[src/rtl/cus19_imem_loader.sv]
// Instruction-memory loader: assembles a little-endian byte stream into
// Instr_Width-bit words (3 bytes per word) and writes them at
// auto-incrementing addresses. It holds the CPU while a load is in flight.
module cus19_imem_loader #(
  parameter int PC_Width    = 11,
  parameter int Instr_Width = 19
) (
  input  logic                   clk_in,
  input  logic                   rst_in,
  input  logic                   load_start_in,
  input  logic [PC_Width-1:0]    load_base_in,
  input  logic [PC_Width:0]      load_len_in,
  input  logic                   byte_valid_in,
  input  logic [7:0]             byte_data_in,
  output logic                   byte_ready_out,
  output logic                   imem_we_out,
  output logic [PC_Width-1:0]    imem_waddr_out,
  output logic [Instr_Width-1:0] imem_wdata_out,
  output logic                   cpu_hold_out,
  output logic                   load_busy_out,
  output logic                   load_done_out,
  output logic                   load_err_out,
  output logic [PC_Width:0]      word_count_out
);

  // Number of byte-2 bits that land in the word; the rest must be zero.
  localparam int HiBits = Instr_Width - 16;
  localparam logic [PC_Width:0] LenOne = 1;

  typedef enum logic [1:0] {IDLE, RECV, WRITE, DONE} state_t;

  state_t              state;
  logic [PC_Width-1:0] addr_q;
  logic [PC_Width:0]   remain_q;
  logic [1:0]          byte_idx_q;
  logic [15:0]         asm_q;
  logic                hi_err;

  // Byte 2 carries spare upper bits that a well-formed image leaves clear.
  assign hi_err = (byte_data_in >> HiBits) != 8'd0;

  // Load sequencer; every output is a register updated on state transitions.
  always_ff @(posedge clk_in or posedge rst_in) begin
    if (rst_in) begin
      // NOTE: every register is reset here, so an aborted load leaves no
      // stale address, byte index or partial word behind.
      state          <= IDLE;
      addr_q         <= '0;
      remain_q       <= '0;
      byte_idx_q     <= '0;
      asm_q          <= '0;
      byte_ready_out <= 1'b0;
      imem_we_out    <= 1'b0;
      imem_waddr_out <= '0;
      imem_wdata_out <= '0;
      cpu_hold_out   <= 1'b0;
      load_busy_out  <= 1'b0;
      load_done_out  <= 1'b0;
      load_err_out   <= 1'b0;
      word_count_out <= '0;
    end else begin
      // NOTE: non-blocking assignments only; every branch sees the
      // pre-edge values of the state registers.
      case (state)
        IDLE: begin
          if (load_start_in) begin
            addr_q         <= load_base_in;
            remain_q       <= load_len_in;
            word_count_out <= '0;
            load_err_out   <= 1'b0;
            byte_idx_q     <= '0;
            load_busy_out  <= 1'b1;
            cpu_hold_out   <= 1'b1;
            if (load_len_in == '0) begin
              state         <= DONE;
              load_done_out <= 1'b1;
            end else begin
              state          <= RECV;
              byte_ready_out <= 1'b1;
            end
          end
        end

        RECV: begin
          if (byte_valid_in) begin
            case (byte_idx_q)
              2'd0: begin
                asm_q[7:0] <= byte_data_in;
                byte_idx_q <= 2'd1;
              end
              2'd1: begin
                asm_q[15:8] <= byte_data_in;
                byte_idx_q  <= 2'd2;
              end
              default: begin
                imem_wdata_out <= {byte_data_in[HiBits-1:0], asm_q};
                imem_waddr_out <= addr_q;
                imem_we_out    <= 1'b1;
                byte_ready_out <= 1'b0;
                byte_idx_q     <= 2'd0;
                if (hi_err) load_err_out <= 1'b1;
                state <= WRITE;
              end
            endcase
          end
        end

        WRITE: begin
          imem_we_out    <= 1'b0;
          addr_q         <= addr_q + 1'b1;
          word_count_out <= word_count_out + 1'b1;
          remain_q       <= remain_q - 1'b1;
          if (remain_q == LenOne) begin
            state         <= DONE;
            load_done_out <= 1'b1;
          end else begin
            state          <= RECV;
            byte_ready_out <= 1'b1;
          end
        end

        default: begin
          load_done_out <= 1'b0;
          cpu_hold_out  <= 1'b0;
          load_busy_out <= 1'b0;
          state         <= IDLE;
        end
      endcase
    end
  end

endmodule

[config.mk]
export PLATFORM = sky130hd
export DESIGN_NAME = cus19_imem_loader
export DESIGN_NICKNAME = d
export VERILOG_FILES = /design/src/rtl/cus19_imem_loader.sv
export SDC_FILE = /design/constraint.sdc
export NUM_CORES = 1
export LEC_CHECK = 0
export CAP_MARGIN = 20
export CORE_MARGIN = 10
export CORE_UTILIZATION = 53
export CTS_CLUSTER_SIZE = 25
export DETAILED_ROUTE_END_ITERATION = 10
export PLACE_DENSITY = 0.85
export SLEW_MARGIN = 5
export SYNTH_ARGS = -nofsm -noshare
export SYNTH_HDL_FRONTEND = slang
export SYNTH_SLANG_ARGS = --single-unit
[constraint.sdc]
create_clock -name clk_in -period 3.6 [get_ports clk_in]
set_input_delay 0.36 -clock clk_in [delete_from_list [all_inputs] [get_ports clk_in]]
set_output_delay 0.36 -clock clk_in [all_outputs]
set_load 0.005 [all_outputs]
# After elaboration in Yosys (flattened, before gate mapping)

Cells that the tools add are included.

Register bits: 90
Word-level logic and storage cells: 89
Output and inout bits: 48

Equality and inequality tests: 12
Reduce and logical (&&, ||, !) cells: 21
Bitwise operators: 3
Mux-type cells: 36
$add $sub $neg: 3

Operators with widths:

| cell                                                 | count |
|---|---|
| one-hot mux 12 bit (2 select lines)                  | 2 |
| two-way mux 12 bit                                   | 2 |
| one-hot mux 11 bit (2 select lines)                  | 1 |
| AND reduction 3 bit                                  | 6 |
| != test 2 bit, second input constant                 | 8 |
| two-way mux 1 bit                                    | 15 |
| two-way mux 2 bit                                    | 7 |
| adder 12 x 1 -> 12 bit, second input constant        | 1 |
| equality test 12 x 1 -> 1 bit, second input constant | 1 |
| logical NOT 12 bit                                   | 1 |
| subtractor 12 x 1 -> 12 bit, second input constant   | 1 |
| adder 11 x 1 -> 11 bit, second input constant        | 1 |
| two-way mux 11 bit                                   | 1 |
| one-hot mux 2 bit (2 select lines)                   | 2 |
| nonzero test 8 bit                                   | 1 |
| one-hot mux 1 bit (2 select lines)                   | 3 |
| one-hot mux 1 bit (3 select lines)                   | 2 |
| one-hot mux 2 bit (3 select lines)                   | 1 |
| AND reduction 6 bit                                  | 1 |
| nonzero test 2 bit                                   | 3 |
| AND reduction 5 bit                                  | 1 |
| equality test 2 x 1 -> 1 bit, second input constant  | 2 |
| logical NOT 2 bit                                    | 2 |
| AND reduction 2 bit                                  | 2 |
| other kinds (5)                                      | 8 |

# Depth between registers and ports, before layout

Gate-level depths: netlist of the first run.

Depth after elaboration: 5
Mapped depth: 8

# Worst setup path after synthesis of the first run

Ideal clock, no wire load.

Path type: register to register
Start: register state[0]
End: register byte_ready_out
Data required time: 3.475 ns
Period minus slack after synthesis: 1.906 ns
Slack: 1.694 ns
Arrival: 1.781 ns
Path buffers: 1
Stages on the path, launching flop included: 8
Cell sequence: dfrtp_1 > inv_1 > ha_1 > buf_6 > nor2b_1 > or3_1 > a221oi_2 > mux2_4

Cells in the longest elaborated chain, start to end: 3
Elaborated cells on any way between the ends: 11

RTL lines:

| element                                                       | line | RTL |
|---|---|---|
| start, declared                                               | 32   | `state_t state;` |
| start signal, assigned                                        | 47   | `state <= IDLE;` |
| start signal, assigned                                        | 75   | `state <= DONE;` |
| start signal, assigned                                        | 78   | `state <= RECV;` |
| equality test 2 bit, or another cell as far along             | 64   | `case (state)` |
| != test 2 bit (no line) or nonzero test 3 bit (tied branches) | n/a  |  |
| AND reduction 6 bit (no line)                                 | n/a  |  |
| end signal, assigned                                          | 52   | `byte_ready_out <= 1'b0;` |
| end signal, assigned                                          | 79   | `byte_ready_out <= 1'b1;` |
| end signal, assigned                                          | 99   | `byte_ready_out <= 1'b0;` |
| end, declared                                                 | 15   | `output logic byte_ready_out,` |

Parallel ways exist; a longest one is shown, timed or not.
A chain may end at the register's enable or synchronous reset.

# Worst setup path after layout of the first run

Start: register state[0]
End: register word_count_out[6]

Cells in the longest elaborated chain, start to end: 3
Elaborated cells on any way between the ends: 6

RTL lines:

| element                                                       | line | RTL |
|---|---|---|
| equality test 2 bit or logical NOT 2 bit (tied branches)      | 64   |  |
| nonzero test 2 bit (no line) or != test 2 bit (tied branches) | n/a  |  |
| AND reduction 2 bit (no line)                                 | n/a  |  |
| end signal, assigned                                          | 111  | `word_count_out <= word_count_out + 1'b1;` |
| end, declared                                                 | 23   | `output logic [PC_Width:0] word_count_out` |

Parallel ways exist; a longest one is shown, timed or not.

==> flow_summary.ini, run 1 <==
[pwr]
p_switching_mw = 1.67
power_leakage_nw = 2.37
p_sw_share_pct = 38.1
combPwrFrac_pct = 43.3
seqPwrFrac_pct = 42.1
p_clk_share_pct = 14.6
vdd.ir_drop.worst_uv = 421
p_per_area_nw_per_um2 = 765
p_int_mw = 2.71
total_power_mw = 4.38

[sta]
setup_viol = 0
finalCriticalPeriod_ns = 2.51
rsz0062_at_grt = no
fin_skew_ns = 0.0145
holdWs_ns = 0.418
setup_tns_ns = 0
period_share_pct = 69.7
max_slew.worst_pin.slew_ns = 0.600
setup_slack_ns = 1.09
clock.fmax_mhz = 398
worst_slew_margin_rel_pct = 59.8
finalMaxSlewViolations = 0
hold_violations = 0

[synthesis]
yosysUniqueCellTypes = 58
ys_seq_area_share_pct = 48.1
synth-seq-cells = 90
syn_inst = 448
avgSynthCellArea_sq_um = 10.5
synth_fp_nets = 491
yosysWarnings = 0
async_flop_share_pct = 100
synth-edff-count = 0
yosys_most_used_dff = dfrtp_1
netlist_area_sq_um = 4680

[cells_and_area]
fillerInstances = 656
area_growth_pct = 22.3
fin_nets = 559
n_antenna_cell = 0
drive_gt1_share_pct = 15.9
design_area_sq_um = 5730

[clock_network]
cts_buffers = 9
cts_sinks = 90
root_buffer = clkbuf_8
post_cts_buffers = 0
h-tree-depth = 3
hold_buffers = 0
tritoncts = done
cts_buffer_depth = 2
clk_pin_slew_ns = 0.09
cts_resized = 0
clkLatencyLatePin_ns = 0.37

[min_path]
hold_path_class = in -> async

[worst_setup_path]
regToRegSetupSlack_ns = 1.09
crit_fanout = 35
r2r_start = state[0]
r2r-end = word_count_out[6]
crit_type = reg -> reg
crit_start = state[0]
critPathArrivalTime_ns = 2.82
crit_path_end = word_count_out[6]
start_kind = register
endpoint_kind = register
rr_worst_depth = 7
crit_required_ns = 3.91

[detailed_routing]
via_count = 3866
drc = 0
wire_per_inst_microns = 18.0
viasPerCell = 6.15
drtPass1Iterations = 5
finalWirelength_mm = 11.3
ant_nets = 0
dr.first_iter.drc_count = 242

[placed_design]
gp_congestion = 0.847
place_ws_ns = 1.11
dp_hpwl_mm = 8.10
place_area_sq_um = 5550
numPortBuffers = 82

[run]
cap_violations = 0

[global_routing]
grt_pass1_wl_mm = 18.8
grt_usage_pct = 17.3
grt_max_degree = 91
grt_overflow = 0
grt_pass1_vias = 3776
grt_antenna_before_repair = 0

[die]
num_rows = 34
die_width_microns = 114
chipHeight_microns = 114
ioPinCount = 83
die_area_sq_um = 13000
initial_core_util_pct = 54.0
core_sq_um = 8680

[status]
outcome = completed
[metrics by stage]
step           std cells  utilization, %
2_1_floorplan        448               -
3_3_place_gp         613            63.9
3_5_place_dp         613            63.9
4_1_cts              629            66.0
5_1_grt              629            66.0
6_report             629            66.0
[cell type report]
type	count	area, sq um	area share, %
clock inverters	5	37.5	0.655
inverters	13	50.0	0.874
repair buffers	88	878	15.3
well taps	108	135	2.36
clock buffers	11	141	2.47
flip-flops and latches	90	2250	39.3
multi-input cells	314	2230	39.0
[critical path, stage by stage (launching register included)]
cell and delay (ns):
dfrtp_1 0.42, inv_1 0.10, ha_2 0.46, buf_4 0.40, nand2b_1 0.28, nor2_1 0.20
or4_1 0.53, nand2_1 0.07
[power by group through the flow]
| stage | clock network (mW) | registers (mW) | logic (mW) |
|---|---|---|---|
| 2_1_floorplan | 0 | 1.70 | 1.32 |
| 3_3_place_gp | 0 | 1.82 | 1.83 |
| 3_5_place_dp | 0 | 1.86 | 1.90 |
| 4_1_cts | 0.655 | 1.84 | 1.92 |
| 5_1_grt | 0.693 | 1.91 | 2.10 |
| 6_report | 0.640 | 1.84 | 1.90 |
[cell usage after synthesis (9+ instances only)]
cell type	number	area, sq um
a21oi_1	31	155
buf_2	13	65.1
clkbuf_1	11	41.3
dfrtp_1	90	2250
inv_1	12	45.0
mux2_2	46	518
mux2i_1	9	90.1
nand2_1	23	86.3
nand3_1	17	85.1
nand4_1	12	75.1
nor2_1	30	113
o21ai_0	23	115
o22ai_1	16	100
[state kept, by name, indices dropped and copies added (netlist names)]
signal and count:
load_err_out 1, imem_waddr_out 11, state 2, asm_q 16, imem_we_out 1, word_count_out 12, byte_idx_q 2, addr_q 11
load_busy_out 1, imem_wdata_out 19, remain_q 12, load_done_out 1, byte_ready_out 1
[logic make-up (layout without fill, tap and decap cells)]
logic type	after synthesis	in the layout	share of synthesized area (%)
multiplexers	57	57	13.6
AND/OR/NAND/NOR	135	135	16.1
flip-flops	90	90	48.1
XOR/XNOR	6	6	1.12
buffers and inverters	44	117	4.28
adder cells (fa/ha/maj)	8	8	2.14
AO/OA/AOI/OAI	108	108	14.7
[worst min path at each step]
stage                 startpoint                  to  depth (start not counted)
5_1_grt                   rst_in            asm_q[0]                          3
4_1_cts                   rst_in  imem_wdata_out[16]                          3
2_1_floorplan          asm_q[10]  imem_wdata_out[10]                          1
6_report                  rst_in            asm_q[0]                          3
3_5_place_dp   imem_wdata_out[6]   imem_wdata_out[6]                          1
3_3_place_gp            asm_q[7]   imem_wdata_out[7]                          1
[per-layer routing]
metal  track usage (%)  wire, microns  vias to the layer above  share of wire (%)
li1                  -              -                     1801                  -
met1              21.5           4660                     1912                 41
met2              28.1           5550                      138                 49
met3              5.83            979                       15                8.7
met4              4.76            117                        0                1.0
met5                 0              0                        -                  0
[placed cells by master, fill, tap and decap left out, types with 12 or more instances in the layout]
master | Yosys | routed
dfrtp_1 | 90 | 90
nand4_1 | 12 | 12
mux2_2 | 46 | 46
o22ai_1 | 16 | 16
nand3_1 | 17 | 17
a21oi_1 | 31 | 31
nor2_1 | 30 | 30
o21ai_0 | 23 | 23
clkdlybuf4s50_1 | 0 | 82
nand2_1 | 23 | 23
Power figures use the tool's default switching activity.
==> inputs of run 2 (changes only) <==
CORE_UTILIZATION = 48   (was 53)
PLACE_DENSITY = 0.82   (was 0.85)
clock period = 2.2 ns   (was 3.6 ns; I/O delays follow)
==> run 2 against run 1 <==
Effect of this change:
- combinational power grew 73%
- first-iteration DRC count grew 20%
- clock skew fell by 0.0021 ns
- critical path type unchanged
- design area grew 2.7%
- power is 68% higher
- sequential power rose by 62%
- largest power group unchanged
- cell count up 5.6%
- fmax rose by 21%
- sequential cell count stayed put
- count of clock-buffer cells in the layout fell by 2
==> flow_summary.ini, run 2 (same netlist as run 1, synthesis figures left out) <==
[clock_network]
clk_pin_slew_ns = 0.10
cts_buffers = 9
root_buffer = clkbuf_8
h-tree-depth = 3
cts_buffer_depth = 2
tritoncts = done
hold_buffers = 0
cts_sinks = 90
clkLatencyLatePin_ns = 0.37

[cells_and_area]
area_growth_pct = 25.6
design_area_sq_um = 5880
final_cell_mix = dfrtp_1 (90), clkdlybuf4s50_1 (82), mux2_2 (46)
largest_reg_flops = 19
final_common_cell = dfrtp_1
largest_register = imem_wdata_out
fin_nets = 573
layout.area.seq_sq_um = 2250
final_util_pct = 62.8
multi_input_area_sq_um = 2240
stdcell_count = 664
n_antenna_cell = 0
fillerInstances = 765
drive_gt1_share_pct = 18.5
reg.largest.list = imem_wdata_out x19, asm_q x16

[placed_design]
place_area_sq_um = 5690
dp.cells = 648
dp_hpwl_mm = 8.85
numPortBuffers = 82
place_ws_ns = 0.164
gp_congestion = 0.878

[status]
outcome = completed

[die]
die_area_sq_um = 14100
die_width_microns = 119
initial_core_util_pct = 50.0
ioPinCount = 83
core_sq_um = 9370
num_rows = 35
chipHeight_microns = 119

[detailed_routing]
viasPerCell = 5.87
drtPass1Iterations = 5
wire_per_inst_microns = 18.2
ant_nets = 0
via_count = 3900
finalWirelength_mm = 12.1
drc = 0
dr.first_iter.drc_count = 290

[worst_setup_path]
critPathArrivalTime_ns = 2.32
endpoint_kind = register
crit_required_ns = 2.45
rr_worst_depth = 6
crit_fanout = 7
crit_type = reg -> reg
start_kind = register

[sta]
hold_violations = 0
setup_viol = 0
max_slew.worst_pin.slew_ns = 0.558
clock.fmax_mhz = 483
finalCriticalPeriod_ns = 2.07
setup_slack_ns = 0.128
period_share_pct = 94.2
setup_tns_ns = 0
worst_slew_margin_rel_pct = 62.7
fin_skew_ns = 0.0124
finalMaxSlewViolations = 0
rsz0062_at_grt = no

[global_routing]
grt_pass1_vias = 4036
grt_max_degree = 39
grt_pass1_wl_mm = 19.9
grt_overflow = 0
grt_usage_pct = 16.8
grt_antenna_before_repair = 0

[min_path]
hold_path_class = in -> async

[run]
cap_violations = 0

[pwr]
power_leakage_nw = 2.44
vdd.ir_drop.worst_uv = 734
p_per_area_nw_per_um2 = 1250
==> run 2: routing by layer <==
| layer | wire length, microns | up-vias | global-route usage [%] |
|---|---|---|---|
| met5 | 0 | - | 0 |
| met4 | 154 | 0 | 5.50 |
| met3 | 1070 | 12 | 6.38 |
| met2 | 5880 | 133 | 27.8 |
| met1 | 4990 | 1928 | 19.8 |
| li1 | - | 1827 | - |
==> run 2: final timing paths <==
path	start	slack, ns	to
worst min register to register	asm_q[10]	0.51	imem_wdata_out[10]
worst max-delay path	state[0]	0.13	byte_ready_out
worst max register to register	state[0]	0.13	byte_ready_out
min in group clk_in	load_base_in[1]	0.50	addr_q[1]
worst min-delay path	rst_in	0.25	imem_waddr_out[6]
max in group asynchronous	rst_in	1.38	imem_wdata_out[11]
==> run 2: layout make-up <==
cell class / count / share of cell area [%]
Sequential cell: 90 / 38.3
Multi-Input combinational cell: 314 / 38.0
Timing Repair Buffer: 102 / 16.9
Tap cell: 129 / 2.74
Clock buffer: 9 / 2.11
Clock inverter: 7 / 1.02
Inverter: 13 / 0.893
==> run 2: what timing repair did <==
| item | CTS | global route |
|---|---|---|
| setup endpoints to repair | 0 | 1 |
| resized for setup | 0 | 1 |
| setup buffers | 0 | 0 |
==> run 2: critical path: stages (launching register included) <==
cell      delay (ns)
dfrtp_1         0.41
inv_1           0.09
ha_1            0.31
nor2b_1         0.21
or3_1           0.39
a221oi_2        0.22
mux2_4          0.32
==> run 2: where the power goes <==
part | internal, mW | leakage (nW) | switching, mW | total, mW
clock network | 0.433 | 0.0901 | 0.658 | 1.09
logic | 1.74 | 1.24 | 1.54 | 3.29
registers | 2.34 | 1.11 | 0.646 | 2.98
total | 4.51 | 2.44 | 2.85 | 7.36
==> run 2: stage by stage <==
stage / power, mW / hold slack (ns)
global route: 7.89 / 0.280
global placement: 6.10 / 0.483
finish: 7.36 / 0.253
detailed placement: 6.28 / 0.489
CTS: 7.39 / 0.260
floorplan: 4.94 / 0.371
